--- src/rtl/state_pkg.sv ---
// Shared animation-state encoding consumed by draw_player_1.
package state_pkg;
  typedef enum logic [1:0] {IDLE1 = 2'd0, RIGHT1 = 2'd1, LEFT1 = 2'd2} State1;
endpackage

--- src/rtl/player_ctl_1_if.sv ---
// Button inputs and sprite position/animation outputs for player 1.
interface player_ctl_1_if;
  import state_pkg::*;

  logic        frame_tick;
  logic        btn_left;
  logic        btn_right;
  logic        btn_jump;
  logic [11:0] xpos_player1;
  logic [11:0] yoff_player1;
  State1       state;
  logic        jumping;

  modport master (
    output frame_tick, btn_left, btn_right, btn_jump,
    input  xpos_player1, yoff_player1, state, jumping
  );

  modport slave (
    input  frame_tick, btn_left, btn_right, btn_jump,
    output xpos_player1, yoff_player1, state, jumping
  );
endinterface

--- src/rtl/player_ctl_1.sv ---
// Frame-paced horizontal motion and jump FSM for player 1.
// Optional button synchronizers: define PLAYER_CTL_INPUT_SYNC_EN.
module player_ctl_1 #(
  parameter int unsigned X_INIT      = 100,
  parameter int unsigned X_MIN       = 0,
  parameter int unsigned X_MAX       = 760,
  parameter int unsigned X_STEP      = 2,
  parameter int unsigned JUMP_HEIGHT = 60,
  parameter int unsigned JUMP_STEP   = 3
) (
  input logic             clk,
  input logic             rst,
  player_ctl_1_if.slave   bus
);
  import state_pkg::*;

  localparam logic [1:0] GROUND = 2'd0;
  localparam logic [1:0] RISE   = 2'd1;
  localparam logic [1:0] FALL   = 2'd2;

  logic btn_left_s, btn_right_s, btn_jump_s;

`ifdef PLAYER_CTL_INPUT_SYNC_EN
  logic [2:0] sync1_q, sync2_q;

  always_ff @(posedge clk) begin
    if (rst) begin
      sync1_q <= '0;
      sync2_q <= '0;
    end else begin
      sync1_q <= {bus.btn_jump, bus.btn_right, bus.btn_left};
      sync2_q <= sync1_q;
    end
  end

  assign {btn_jump_s, btn_right_s, btn_left_s} = sync2_q;
`else
  assign btn_left_s  = bus.btn_left;
  assign btn_right_s = bus.btn_right;
  assign btn_jump_s  = bus.btn_jump;
`endif

  logic [11:0] x_q, x_d;
  logic [11:0] y_q, y_d;
  State1       st_q, st_d;
  logic [1:0]  fsm_q, fsm_d;
  logic        jumping_q;
  logic [12:0] x_wide, y_wide;

  // Horizontal: 13-bit math so the clamp sees overflow/underflow instead of wrap.
  always_comb begin
    x_d    = x_q;
    st_d   = st_q;
    x_wide = '0;
    if (bus.frame_tick) begin
      if (btn_right_s && !btn_left_s) begin
        st_d   = RIGHT1;
        x_wide = {1'b0, x_q} + 13'(X_STEP);
        x_d    = (x_wide > 13'(X_MAX)) ? 12'(X_MAX) : x_wide[11:0];
      end else if (btn_left_s && !btn_right_s) begin
        st_d   = LEFT1;
        x_wide = {1'b0, x_q} - 13'(X_STEP);
        x_d    = ({1'b0, x_q} < 13'(X_MIN) + 13'(X_STEP)) ? 12'(X_MIN) : x_wide[11:0];
      end else begin
        st_d   = IDLE1;
      end
    end
  end

  always_comb begin
    fsm_d  = fsm_q;
    y_d    = y_q;
    y_wide = {1'b0, y_q} + 13'(JUMP_STEP);
    if (bus.frame_tick) begin
      case (fsm_q)
        GROUND: begin
          if (btn_jump_s) begin
            fsm_d = RISE;
            y_d   = (JUMP_STEP >= JUMP_HEIGHT) ? 12'(JUMP_HEIGHT) : 12'(JUMP_STEP);
          end else begin
            y_d   = '0;
          end
        end
        RISE: begin
          if (y_wide >= 13'(JUMP_HEIGHT)) begin
            fsm_d = FALL;
            y_d   = 12'(JUMP_HEIGHT);
          end else begin
            y_d   = y_wide[11:0];
          end
        end
        FALL: begin
          if (y_q <= 12'(JUMP_STEP)) begin
            fsm_d = GROUND;
            y_d   = '0;
          end else begin
            y_d   = y_q - 12'(JUMP_STEP);
          end
        end
        default: begin
          fsm_d = GROUND;
          y_d   = '0;
        end
      endcase
    end
  end

  always_ff @(posedge clk) begin
    if (rst) begin
      x_q       <= 12'(X_INIT);
      y_q       <= '0;
      st_q      <= IDLE1;
      fsm_q     <= GROUND;
      jumping_q <= 1'b0;
    end else begin
      x_q       <= x_d;
      y_q       <= y_d;
      st_q      <= st_d;
      fsm_q     <= fsm_d;
      jumping_q <= (fsm_d != GROUND);
    end
  end

  assign bus.xpos_player1 = x_q;
  assign bus.yoff_player1 = y_q;
  assign bus.state        = st_q;
  assign bus.jumping      = jumping_q;

endmodule

--- src/flat_wrapper.sv ---
// flat-port wrapper written by rule: the top's interface ports become plain ports
module player_ctl_1_flat import state_pkg::*;
#(
  parameter int unsigned X_INIT      = 100,
  parameter int unsigned X_MIN       = 0,
  parameter int unsigned X_MAX       = 760,
  parameter int unsigned X_STEP      = 2,
  parameter int unsigned JUMP_HEIGHT = 60,
  parameter int unsigned JUMP_STEP   = 3
)
  (clk, rst, bus_frame_tick, bus_btn_left, bus_btn_right, bus_btn_jump, bus_xpos_player1, bus_yoff_player1, bus_state, bus_jumping);
  player_ctl_1_if bus_i ();
  input logic clk;
  input logic rst;
  input wire logic [$bits(bus_i.frame_tick)-1:0] bus_frame_tick;
  input wire logic [$bits(bus_i.btn_left)-1:0] bus_btn_left;
  input wire logic [$bits(bus_i.btn_right)-1:0] bus_btn_right;
  input wire logic [$bits(bus_i.btn_jump)-1:0] bus_btn_jump;
  output wire logic [$bits(bus_i.xpos_player1)-1:0] bus_xpos_player1;
  output wire logic [$bits(bus_i.yoff_player1)-1:0] bus_yoff_player1;
  output wire logic [$bits(bus_i.state)-1:0] bus_state;
  output wire logic [$bits(bus_i.jumping)-1:0] bus_jumping;
  assign bus_i.frame_tick = bus_frame_tick;
  assign bus_i.btn_left = bus_btn_left;
  assign bus_i.btn_right = bus_btn_right;
  assign bus_i.btn_jump = bus_btn_jump;
  assign bus_xpos_player1 = bus_i.xpos_player1;
  assign bus_yoff_player1 = bus_i.yoff_player1;
  assign bus_state = bus_i.state;
  assign bus_jumping = bus_i.jumping;
  player_ctl_1 #(.X_INIT(X_INIT), .X_MIN(X_MIN), .X_MAX(X_MAX), .X_STEP(X_STEP), .JUMP_HEIGHT(JUMP_HEIGHT), .JUMP_STEP(JUMP_STEP)) u_core (.clk(clk), .rst(rst), .bus(bus_i));
endmodule
--- config.mk ---
export PLATFORM = sky130hd
export DESIGN_NAME = player_ctl_1_flat
export DESIGN_NICKNAME = d
export VERILOG_FILES = /design/src/rtl/state_pkg.sv /design/src/rtl/player_ctl_1_if.sv /design/src/rtl/player_ctl_1.sv /design/src/flat_wrapper.sv
export SDC_FILE = /design/constraint.sdc
export NUM_CORES = 1
export LEC_CHECK = 0
export ABC_AREA = 1
export CELL_PAD_IN_SITES_DETAIL_PLACEMENT = 0
export CELL_PAD_IN_SITES_GLOBAL_PLACEMENT = 2
export CORE_MARGIN = 10
export CORE_UTILIZATION = 26
export DETAILED_ROUTE_END_ITERATION = 7
export GPL_ROUTABILITY_DRIVEN = 0
export GPL_TIMING_DRIVEN = 1
export HOLD_SLACK_MARGIN = 0.05
export PLACE_DENSITY_LB_ADDON = 0.1
export SLEW_MARGIN = 10
export SYNTH_ARGS = -nofsm -noshare
export SYNTH_HDL_FRONTEND = slang
export SYNTH_SLANG_ARGS = --single-unit
--- constraint.sdc ---
create_clock -name clk -period 1.7 [get_ports clk]
set_input_delay 0.34 -clock clk [delete_from_list [all_inputs] [get_ports clk]]
set_output_delay 0.34 -clock clk [all_outputs]
set_load 0.01 [all_outputs]
# Word level (Yosys, flattened, before mapping)

Index checks and enable logic that the tools add are counted.

Output and inout bits: 27
Bits in registers: 29
Input bits: 6
Word-level logic and storage cells: 38

Eq/ne operators: 2
$lt $le $gt $ge: 4
Mux-type cells: 15
Reduce and logical (&&, ||, !) cells: 8
Add/sub/neg operators: 4

Operators with widths:

| kind                    | count |
|---|---|
| $mux W12                | 6 |
| $pmux W12 S3            | 1 |
| $add A12 B2 Y13 const B | 2 |
| $sub A12 B2 Y12 const B | 2 |
| $mux W2                 | 7 |
| $ge A13 B6 Y1 const B   | 1 |
| $gt A13 B10 Y1 const B  | 1 |
| $le A12 B2 Y1 const B   | 1 |
| $lt A12 B2 Y1 const B   | 1 |
| $pmux W2 S3             | 1 |
| $reduce_bool A2 Y1      | 2 |
| $eq A2 B1 Y1 const B    | 1 |
| $eq A2 B2 Y1 const B    | 1 |
| $logic_and A1 B1 Y1     | 2 |
| $logic_not A1 Y1        | 2 |
| $logic_not A2 Y1        | 1 |
| $reduce_and A2 Y1       | 1 |

# Logic depth before layout (Yosys ltp)

Gate-level depths: netlist of the first run.

Word-level depth: 6
Depth in mapped cells: 14
Mapped depth without buffers: 14

# Worst setup path after synthesis of the first run

No wires, ideal clock.

Path kind: flip-flop to flip-flop
Start point: reg u_core.y_q[0], in the netlist u_core.bus.yoff_player1[0]
End point: reg u_core.jumping_q, in the netlist u_core.bus.jumping
Data required time: 1.580 ns
Clock period less this slack: 1.809 ns
Library setup time: 0.120 ns
Arrival time: 1.689 ns
Setup slack: -0.109 ns
Stages on the path, launching flop included: 15
Buffers on the path: 0
Path through: dfxtp_1 inv_1 ha_1 inv_1 nand2_1 nand2_1 nor2_1 nand3_2 nand2_2 nor3_4 nand2_1 nand2_2 nand3_1 nand2_1 nand2_1

Longest elaborated chain between the ends: 6
Elaborated cells between the ends (all ways): 8
Classes of those cells: 1 x add/sub; 2 x order compare; 4 x mux; 1 x reduce/logical

RTL lines:

| element                  | RTL line            | source |
|---|---|---|
| start: declaration       | player_ctl_1.sv:44  | `logic [11:0] y_q, y_d;` |
| start signal: assignment | player_ctl_1.sv:117 | `y_q <= y_d;` |
| $add A12 B2 Y13          | player_ctl_1.sv:73  | `y_wide = {1'b0, y_q} + 13'(JUMP_STEP);` |
| $ge A13 B6 Y1            | player_ctl_1.sv:85  | `if (y_wide >= 13'(JUMP_HEIGHT)) begin` |
| $mux W2                  | player_ctl_1.sv:85  |  |
| $pmux W2 S3 *            | player_ctl_1.sv:75  | `case (fsm_q)` |
| $mux W2 *                | player_ctl_1.sv:74  | `if (bus.frame_tick) begin` |
| $reduce_bool A2 Y1 *     | player_ctl_1.sv:120 | `jumping_q <= (fsm_d != GROUND);` |
| end signal: assignment   | player_ctl_1.sv:120 |  |
| end: declaration         | player_ctl_1.sv:47  | `logic jumping_q;` |

Mark *: on every way between the ends. The rest lies on a longest branch, timed or not.
A chain may end at the register's enable or synchronous reset.

# Worst setup path in the final report of the first run

Start point: reg u_core.x_q[1], in the netlist u_core.bus.xpos_player1[1]
End point: reg u_core.x_q[9], in the netlist u_core.bus.xpos_player1[9]

Longest elaborated chain between the ends: 4
Elaborated cells between the ends (all ways): 8
Classes of those cells: 2 x add/sub; 2 x order compare; 4 x mux

RTL lines:

| element                                       | RTL line                               | source |
|---|---|---|
| start: declaration                            | player_ctl_1.sv:43                     | `logic [11:0] x_q, x_d;` |
| start signal: assignment                      | player_ctl_1.sv:110                    | `x_q <= 12'(X_INIT);` |
| $add A12 B2 Y13, or another cell as far along | player_ctl_1.sv:58                     | `x_wide = {1'b0, x_q} + 13'(X_STEP);` |
| $gt A13 B10 Y1 or $mux W12 (tied branches)    | player_ctl_1.sv:59, player_ctl_1.sv:63 |  |
| $mux W12, on equally long branches            | player_ctl_1.sv:59, player_ctl_1.sv:60 |  |
| $mux W12 *                                    | player_ctl_1.sv:56                     | `if (btn_right_s && !btn_left_s) begin` |

Mark *: on every way between the ends. The rest lies on a longest branch, timed or not. The select of a mux whose other input is x is not followed.

==> metrics.txt, run 1 <==
Fin. Hold Viols 0; Synth Warn # 0; clock sinks 28; cell mode on critical path buf_4; setup ws final -0.02978 ns; Hold Slack 0.5106 ns; status finished with violations; Post-DP HPWL 6021 µm; syn avg cell area 6.266 µm²; IO buf count 31; Peak VDD IR 0.0004034 V; Die H 113.8 µm; combinational share of power 0.315; Critical Path RT 1.92 ns; Synth cell types 39; slowest stage delay, CP 0.38 ns; total grt overflow 0; RR Startpoint u_core.bus.xpos_player1[1]; fin nets 475; met3 usage 0.02992; DRC violations left 0; initial antenna violation count 0; Synth area leaders dfxtp_1, nand2_1, xor2_1; Cell Pwr Density 497.8 nW/µm²; share of the synthesized area in the top cell type 0.2451; Worst R2R End u_core.bus.xpos_player1[9]; synthesized cell area 2287 µm²; Top Usage Layer GRT met2; cells along the critical path ha_4 > nand3_4 > nor2_4 > nand3_2 > xor2_2 > buf_4 > buf_4 > buf_4 > nand2_1 > nand2_1 > a21oi_1; pin count of the biggest net entering global routing 18; area occupied by multi-input gates 1783 µm²; CTS tree done; hold worst-path end u_core.bus.yoff_player1[11]; crit-path max FO 3; routed len/inst 13.71 µm; hold path cells 2; CTS Hold Bufs 0; leading area contributor after synthesis dfxtp_1; cell area after placement 3189 µm²; Core Region 8636 µm²; Post-Synthesis Cells 365; top cells by count, synth nand2_1, inv_1, nor2_1; vias in the first global route 2542; Seq/Total Area, Yosys 0.2451; reg-to-reg slack, setup -0.03 ns; P_leak 1.951 nW; clock group share of total power 0.293; CP endpoint kind register; DR vias/cell 4.553; Worst Skew 0.01257 ns; All-Layer GR Usage 0.1196; fmax 0.5781 GHz; path depth of the worst reg2reg path 11; first-pass GRT wire length 12920 µm; met2 GRT Util 0.1898; WP buf/inv 3; internal power 1.283 mW; total routed wirelength 7814 µm; row count 34; starting DRC count in detailed routing 100; P_sw 587.5 µW; worst hold path type reg -> reg; area grow syn2layout 64.28%; Syn Nets 377; Post-synth EDFFs 0; CP Class reg -> reg; die width 113.8 µm; sequential share of power 0.392; Max Cap Viol 0; initial core utilization 0.2649; Final Max Tran Viols 0; Async SR Flop Fraction 0; CP Data Arrival Time 1.95 ns; drt first pass iters 4; Placement Setup Slack -0.4440 ns; Num CTS Buffers 3; family with the most delay on the worst path simple AND/OR/NAND/NOR gates; n_diodes 0; clk root buf clkbuf_8; number of fill cells 915; CTS H-Tree Depth 1; clk slew on worst S/H paths 0.11 ns; unrepaired setup endpoints after global routing yes; startpoint types register; remaining antenna violation count 0; post-layout minimum cycle time 1.730 ns; Sequential Area 605.6 µm²; die area 12950 µm²; final setup vio count 1; vias 2595; share of layout cells above drive strength 1 0.4134; met1 Use GR 0.1629; post-route cell area 3757 µm²; Worst Hold Launch u_core.bus.yoff_player1[11]; CP max-delay cell dfxtp_4; number of synthesized register bits 28; failing checks setup timing; clock buffer depth 2; Sw Share 0.3141; Most used DFF post-synth dfxtp_1; Pwr Total 1.870 mW; I/O pins 33; Clock Latency Late Sink 0.29 ns; most common cell in the synthesized netlist nand2_1; Final Cycle Share 1.018
==> sequential cells by signal, indices dropped and copies added (netlist names) <==
name	count
u_core.bus.xpos_player1	11
u_core.bus.state	2
u_core.bus.jumping	1
u_core.fsm_q	2
u_core.bus.yoff_player1	12
==> placed cells by master (no fill, tap or decap), types with 4 or more instances in the layout <==
master	count
nand2_4	6
nand4_1	9
xor2_1	16
nand3_2	7
nor2_2	5
a21oi_1	20
inv_1	36
nand2_2	21
buf_6	4
nor2_4	8
nor2_1	26
o21ai_0	12
clkdlybuf4s50_1	16
nand3_1	22
dfxtp_4	8
nand2_1	71
dfxtp_1	8
buf_4	76
dfxtp_2	12
dlymetal6s2s_1	14
inv_2	11
a21oi_2	6
==> cell type report <==
| class | instances | area share |
|---|---|---|
| clock buffer | 3 | 0.01099 |
| clock inverter | 1 | 0.007992 |
| inverter | 48 | 0.04862 |
| multi-input combinational | 270 | 0.4745 |
| sequential | 28 | 0.1612 |
| tap | 108 | 0.03596 |
| timing repair buffer | 112 | 0.2607 |
==> how the worst max path moves through the flow <==
stage | start | endpoint | slack, ns | cells after the start
after floorplan | u_core.bus.yoff_player1[0] | u_core.bus.jumping | -0.02 | 14
final | u_core.bus.xpos_player1[1] | u_core.bus.xpos_player1[9] | -0.03 | 11
after detailed placement | bus_btn_right | u_core.bus.xpos_player1[10] | -0.44 | 8
after global routing | u_core.bus.xpos_player1[1] | u_core.bus.xpos_player1[3] | -0.15 | 12
after CTS | u_core.bus.yoff_player1[0] | u_core.bus.jumping | -0.03 | 14
after global placement | bus_btn_right | u_core.bus.xpos_player1[10] | -0.29 | 8
==> kinds of logic after synthesis <==
family | count (synthesis) | share of synthesized area
AOI/OAI and AO/OA | 53 | 0.1324
xor gates and xnor gates | 21 | 0.08042
adders and majority gates | 6 | 0.03282
buffers and inverters | 67 | 0.1231
DFF | 28 | 0.2451
other | 1 | 0.001640
and+or+nand+nor | 189 | 0.3846
==> routing by layer <==
| metal | part of all wire | up-vias |
|---|---|---|
| li1 | - | 1364 |
| met5 | 0 | - |
| met3 | 0.057 | 2 |
| met2 | 0.44 | 50 |
| met4 | 0.0047 | 0 |
| met1 | 0.50 | 1179 |
==> worst register-to-register path, delay by kind of cell, from the launching register on <==
| kind | cells | cell delay [ns] |
|---|---|---|
| AOI/OAI and AO/OA | 1 | 0.11 |
| xor gates and xnor gates | 1 | 0.20 |
| buffers and inverters | 3 | 0.37 |
| and+or+nand+nor | 5 | 0.45 |
| adders and majority gates | 1 | 0.17 |
| DFF | 1 | 0.38 |
==> power by group through the flow <==
stage | logic (mW) | registers [mW] | clock network [mW]
detailed placement | 0.505 | 0.741 | 0
global route | 0.653 | 0.740 | 0.609
global placement | 0.506 | 0.742 | 0
finish | 0.590 | 0.733 | 0.548
CTS | 0.552 | 0.733 | 0.575
floorplan | 0.261 | 0.748 | 0
==> repair_timing <==
action                     4_1_cts  5_1_grt
buffers inserted                 5        5
gates resized for setup         47       80
pin swaps                       11       28
setup endpoints to repair       29       44
==> through the flow <==
step	utilization	setup TNS, ns	std cells
5_1_grt	0.4351	-1.563	570
2_1_floorplan	-	-0.02038	365
3_5_place_dp	0.3693	-3.207	557
4_1_cts	0.4006	-0.1188	566
6_report	0.4351	-0.02978	570
3_3_place_gp	0.3693	-2.427	557
Power figures use the tool's default switching activity.
==> inputs of run 2 (changes only) <==
--- a/config.mk
+++ b/config.mk
@@ -15,7 +15,7 @@
 export GPL_TIMING_DRIVEN = 1
 export HOLD_SLACK_MARGIN = 0.05
 export PLACE_DENSITY_LB_ADDON = 0.1
-export SLEW_MARGIN = 10
+export SLEW_MARGIN = 20
 export SYNTH_ARGS = -nofsm -noshare
 export SYNTH_HDL_FRONTEND = slang
 export SYNTH_SLANG_ARGS = --single-unit
==> results of run 2 <==
No change in the layout: final DEF, timing and power equal those of run 1.
==> inputs of run 3 (changes only) <==
--- a/config.mk
+++ b/config.mk
@@ -5,11 +5,10 @@
 export SDC_FILE = /design/constraint.sdc
 export NUM_CORES = 1
 export LEC_CHECK = 0
-export ABC_AREA = 1
 export CELL_PAD_IN_SITES_DETAIL_PLACEMENT = 0
 export CELL_PAD_IN_SITES_GLOBAL_PLACEMENT = 2
 export CORE_MARGIN = 10
-export CORE_UTILIZATION = 26
+export CORE_UTILIZATION = 29
 export DETAILED_ROUTE_END_ITERATION = 7
 export GPL_ROUTABILITY_DRIVEN = 0
 export GPL_TIMING_DRIVEN = 1
==> run 3 against run 2 <==
  * Via count rose by 11%
  * Flip-flop and latch count did not move
  * Sequential power rose by 14%
  * Worst setup slack got worse by 0.18 ns
  * Critical endpoint is now u_core.bus.xpos_player1[1]
  * Hold slack got worse by 0.0038 ns
  * Non-clock buffer count rose by 40
  * Core utilization rose by 8.1 points
  * Critical path depth fell by 4
  * The run still ends with setup timing left
  * Clock skew fell by 0.0089 ns
  * Count of clock-buffer cells in the layout rose by 1
  * Wire length rose by 14%
  * Fmax fell by 9.4%
  * Highest routed layer unchanged
==> metrics.txt, run 3 <==
status finished with violations; failing checks setup timing; Async SR Flop Fraction 0 (unchanged); Peak VDD IR 0.0003629 V (-10%); Post-DP HPWL 6571 µm (+9.1%); reg-to-reg slack, setup -0.21 ns (-0.18 ns); fin nets 460 (-3.2%); most common cell in the synthesized netlist nor2_1; Sequential Area 618.1 µm² (+2.1%); Final Cycle Share 1.123 (+0.1058); initial antenna violation count 0 (unchanged); Synth Warn # 0 (unchanged); path depth of the worst reg2reg path 7 (-4); synthesized cell area 2376 µm² (+3.9%); die width 110.5 µm (-2.9%); Final Max Tran Viols 0 (unchanged); cells along the critical path and3_4 > buf_4 > nor4b_2 > a31oi_1 > a21oi_2 > mux2i_4 > a311o_1; remaining antenna violation count 0 (unchanged); fmax 0.5236 GHz (-9.4%); slowest stage delay, CP 0.41 ns (+0.03 ns); CP Data Arrival Time 2.13 ns (+0.18 ns); Synth cell types 69 (+77%); Syn Nets 329 (-13%); drt first pass iters 4 (unchanged); Cell Pwr Density 749.1 nW/µm² (+51%); Rel. slew slack 0.6194; worst hold path type reg -> reg; Pwr Total 3.033 mW (+62%); Worst R2R End u_core.bus.xpos_player1[1]; top cells by count, synth nor2_1, dfxtp_1, nand2_1; Core Region 7848 µm² (-9.1%); share of layout cells above drive strength 1 0.4609 (+0.04743); clock buffer depth 2 (unchanged); startpoint types register; number of fill cells 795 (-13%); CTS tree done; placed insts 520 (-6.6%); clk root buf clkbuf_8; clock sinks 28 (unchanged); vias 2881 (+11%); Die H 110.5 µm (-2.9%); Slew @ Worst Pin 0.5694 ns; Hold Slack 0.5068 ns (-0.003774 ns); unrepaired setup endpoints after global routing yes; Num CTS Buffers 3 (unchanged); number of flip-flops under the largest register name 12 (unchanged); CTS H-Tree Depth 1 (unchanged); total grt overflow 0 (unchanged); family with the most delay on the worst path compound AO/OA/AOI/OAI gates; Post-Synthesis Cells 317 (-13%); share of the synthesized area in the top cell type 0.2359 (-0.009163); P_leak 1.813 nW (-7.1%); All-Layer GR Usage 0.1390 (+0.01936); final setup vio count 16 (+15); Clock Latency Late Sink 0.28 ns (about the same); n_diodes 0 (unchanged); number of synthesized register bits 28 (unchanged); WP buf/inv 1 (-2); Post-synth EDFFs 0 (unchanged); Critical Path RT 1.92 ns (about the same); post-layout minimum cycle time 1.910 ns (+0.1799 ns); TNS Setup -1.749 ns (-1.719 ns); Critical path origin u_core.bus.xpos_player1[3]; area grow syn2layout 70.41%; CP endpoint kind register; Levels on crit path 7 (-4); RR Startpoint u_core.bus.xpos_player1[3]; setup ws final -0.2097 ns (-0.1799 ns); Worst Skew 0.003695 ns (-0.008876 ns); row count 32 (-5.9%); most frequent cells in the layout buf_4, nor2_1, nand2_1; Synth area leaders dfxtp_1, nor2_1, nor3_1; crit-path max FO 7 (+4); leading area contributor after synthesis dfxtp_1; Most used DFF post-synth dfxtp_1; die area 12210 µm² (-5.7%); CP max-delay cell mux2i_4; Fin. Hold Viols 0 (unchanged); clk slew on worst S/H paths 0.10 ns (about the same); DR vias/cell 5.248 (+15%); end point of the critical path u_core.bus.xpos_player1[1]; first-pass GRT wire length 14770 µm (+14%); I/O pins 33 (unchanged); commonest non-fill, non-tap cell in the layout buf_4; vias in the first global route 2808 (+10%); total routed wirelength 8874 µm (+14%); syn avg cell area 7.495 µm² (+20%); DRC violations left 0 (unchanged); area occupied by multi-input gates 1918 µm² (+7.6%); IO buf count 31 (unchanged); Max Cap Viol 0 (unchanged); routed len/inst 16.16 µm (+18%); Final Non-Filler Cells 549 (-3.7%); starting DRC count in detailed routing 124 (+24%); initial core utilization 0.3028 (+0.03792); CP Class reg -> reg; pin count of the biggest net entering global routing 19 (+1); Seq/Total Area, Yosys 0.2359 (-0.009163)
-- run 3: changes by cell type after synthesis, sizes merged, moves of 7 or more --
cell    delta
and3       +7
inv       -35
mux2i      +7
nand2     -75
nand3     -21
nand4b     +8
nor2       -9
nor3      +16
xor2      -16
-- run 3: metrics by stage --
stage                     worst slack (ns)  area (µm²)  utilization
final                              -0.2097        4049       0.5159
after global routing               -0.2892        4049       0.5159
after CTS                          -0.1993        3916       0.4990
after detailed placement           -0.5290        3488       0.4445
after global placement             -0.5181        3488       0.4445
after floorplan                   -0.09723        2512            -
-- run 3: kinds of logic after synthesis --
kind of cell,after synthesis,synth area share
xor gates and xnor gates,6,0.02212
AOI/OAI and AO/OA,91,0.2644
DFF,28,0.2359
muxes,8,0.03581
and+or+nand+nor,138,0.3286
other,1,0.001578
buffers and inverters,39,0.08004
adders and majority gates,6,0.03159
-- run 3: cell type report --
cell class / instances / area share
multi-input combinational: 250 / 0.4737
tap: 102 / 0.03152
clock buffer: 4 / 0.01112
timing repair buffer: 152 / 0.3183
sequential: 28 / 0.1527
inverter: 13 / 0.01267
-- run 3: worst min-delay path by stage --
stage	from	cells after the start	endpoint
2_1_floorplan	u_core.bus.yoff_player1[10]	2	u_core.bus.yoff_player1[10]
3_3_place_gp	u_core.bus.state[1]	2	u_core.bus.state[1]
3_5_place_dp	u_core.bus.state[1]	2	u_core.bus.state[1]
4_1_cts	u_core.bus.state[1]	2	u_core.bus.state[1]
5_1_grt	u_core.bus.state[1]	2	u_core.bus.state[1]
6_report	u_core.bus.state[1]	2	u_core.bus.state[1]
-- run 3: worst min-delay path, cell delays in order, from the launching register on --
cell and delay (ns):
dfxtp_1 0.34, mux2i_1 0.07, nor2_1 0.07
-- run 3: repair_timing --
| action | CTS | global route |
|---|---|---|
| pin swaps | 26 | 23 |
| resized for setup | 78 | 35 |
| buffers inserted | 25 | 2 |
| setup endpoints to repair | 35 | 36 |
| cloned | 0 | 0 |
| hold buffers | 0 | 0 |
-- run 3: layer usage --
metal | global-route usage | part of all wire | up-vias
li1 | - | - | 1450
met3 | 0.02593 | 0.043 | 6
met2 | 0.2074 | 0.43 | 52
met1 | 0.2039 | 0.52 | 1373
met4 | 0.01813 | 0.0054 | 0
met5 | 0 | 0 | -
-- run 3: where the power goes --
| group | leakage, nW | internal (mW) | switching [mW] | total (mW) |
|---|---|---|---|---|
| sequential | 0.238 | 0.735 | 0.103 | 0.837 |
| combinational | 1.55 | 0.986 | 0.815 | 1.80 |
| clock | 0.0228 | 0.169 | 0.225 | 0.394 |
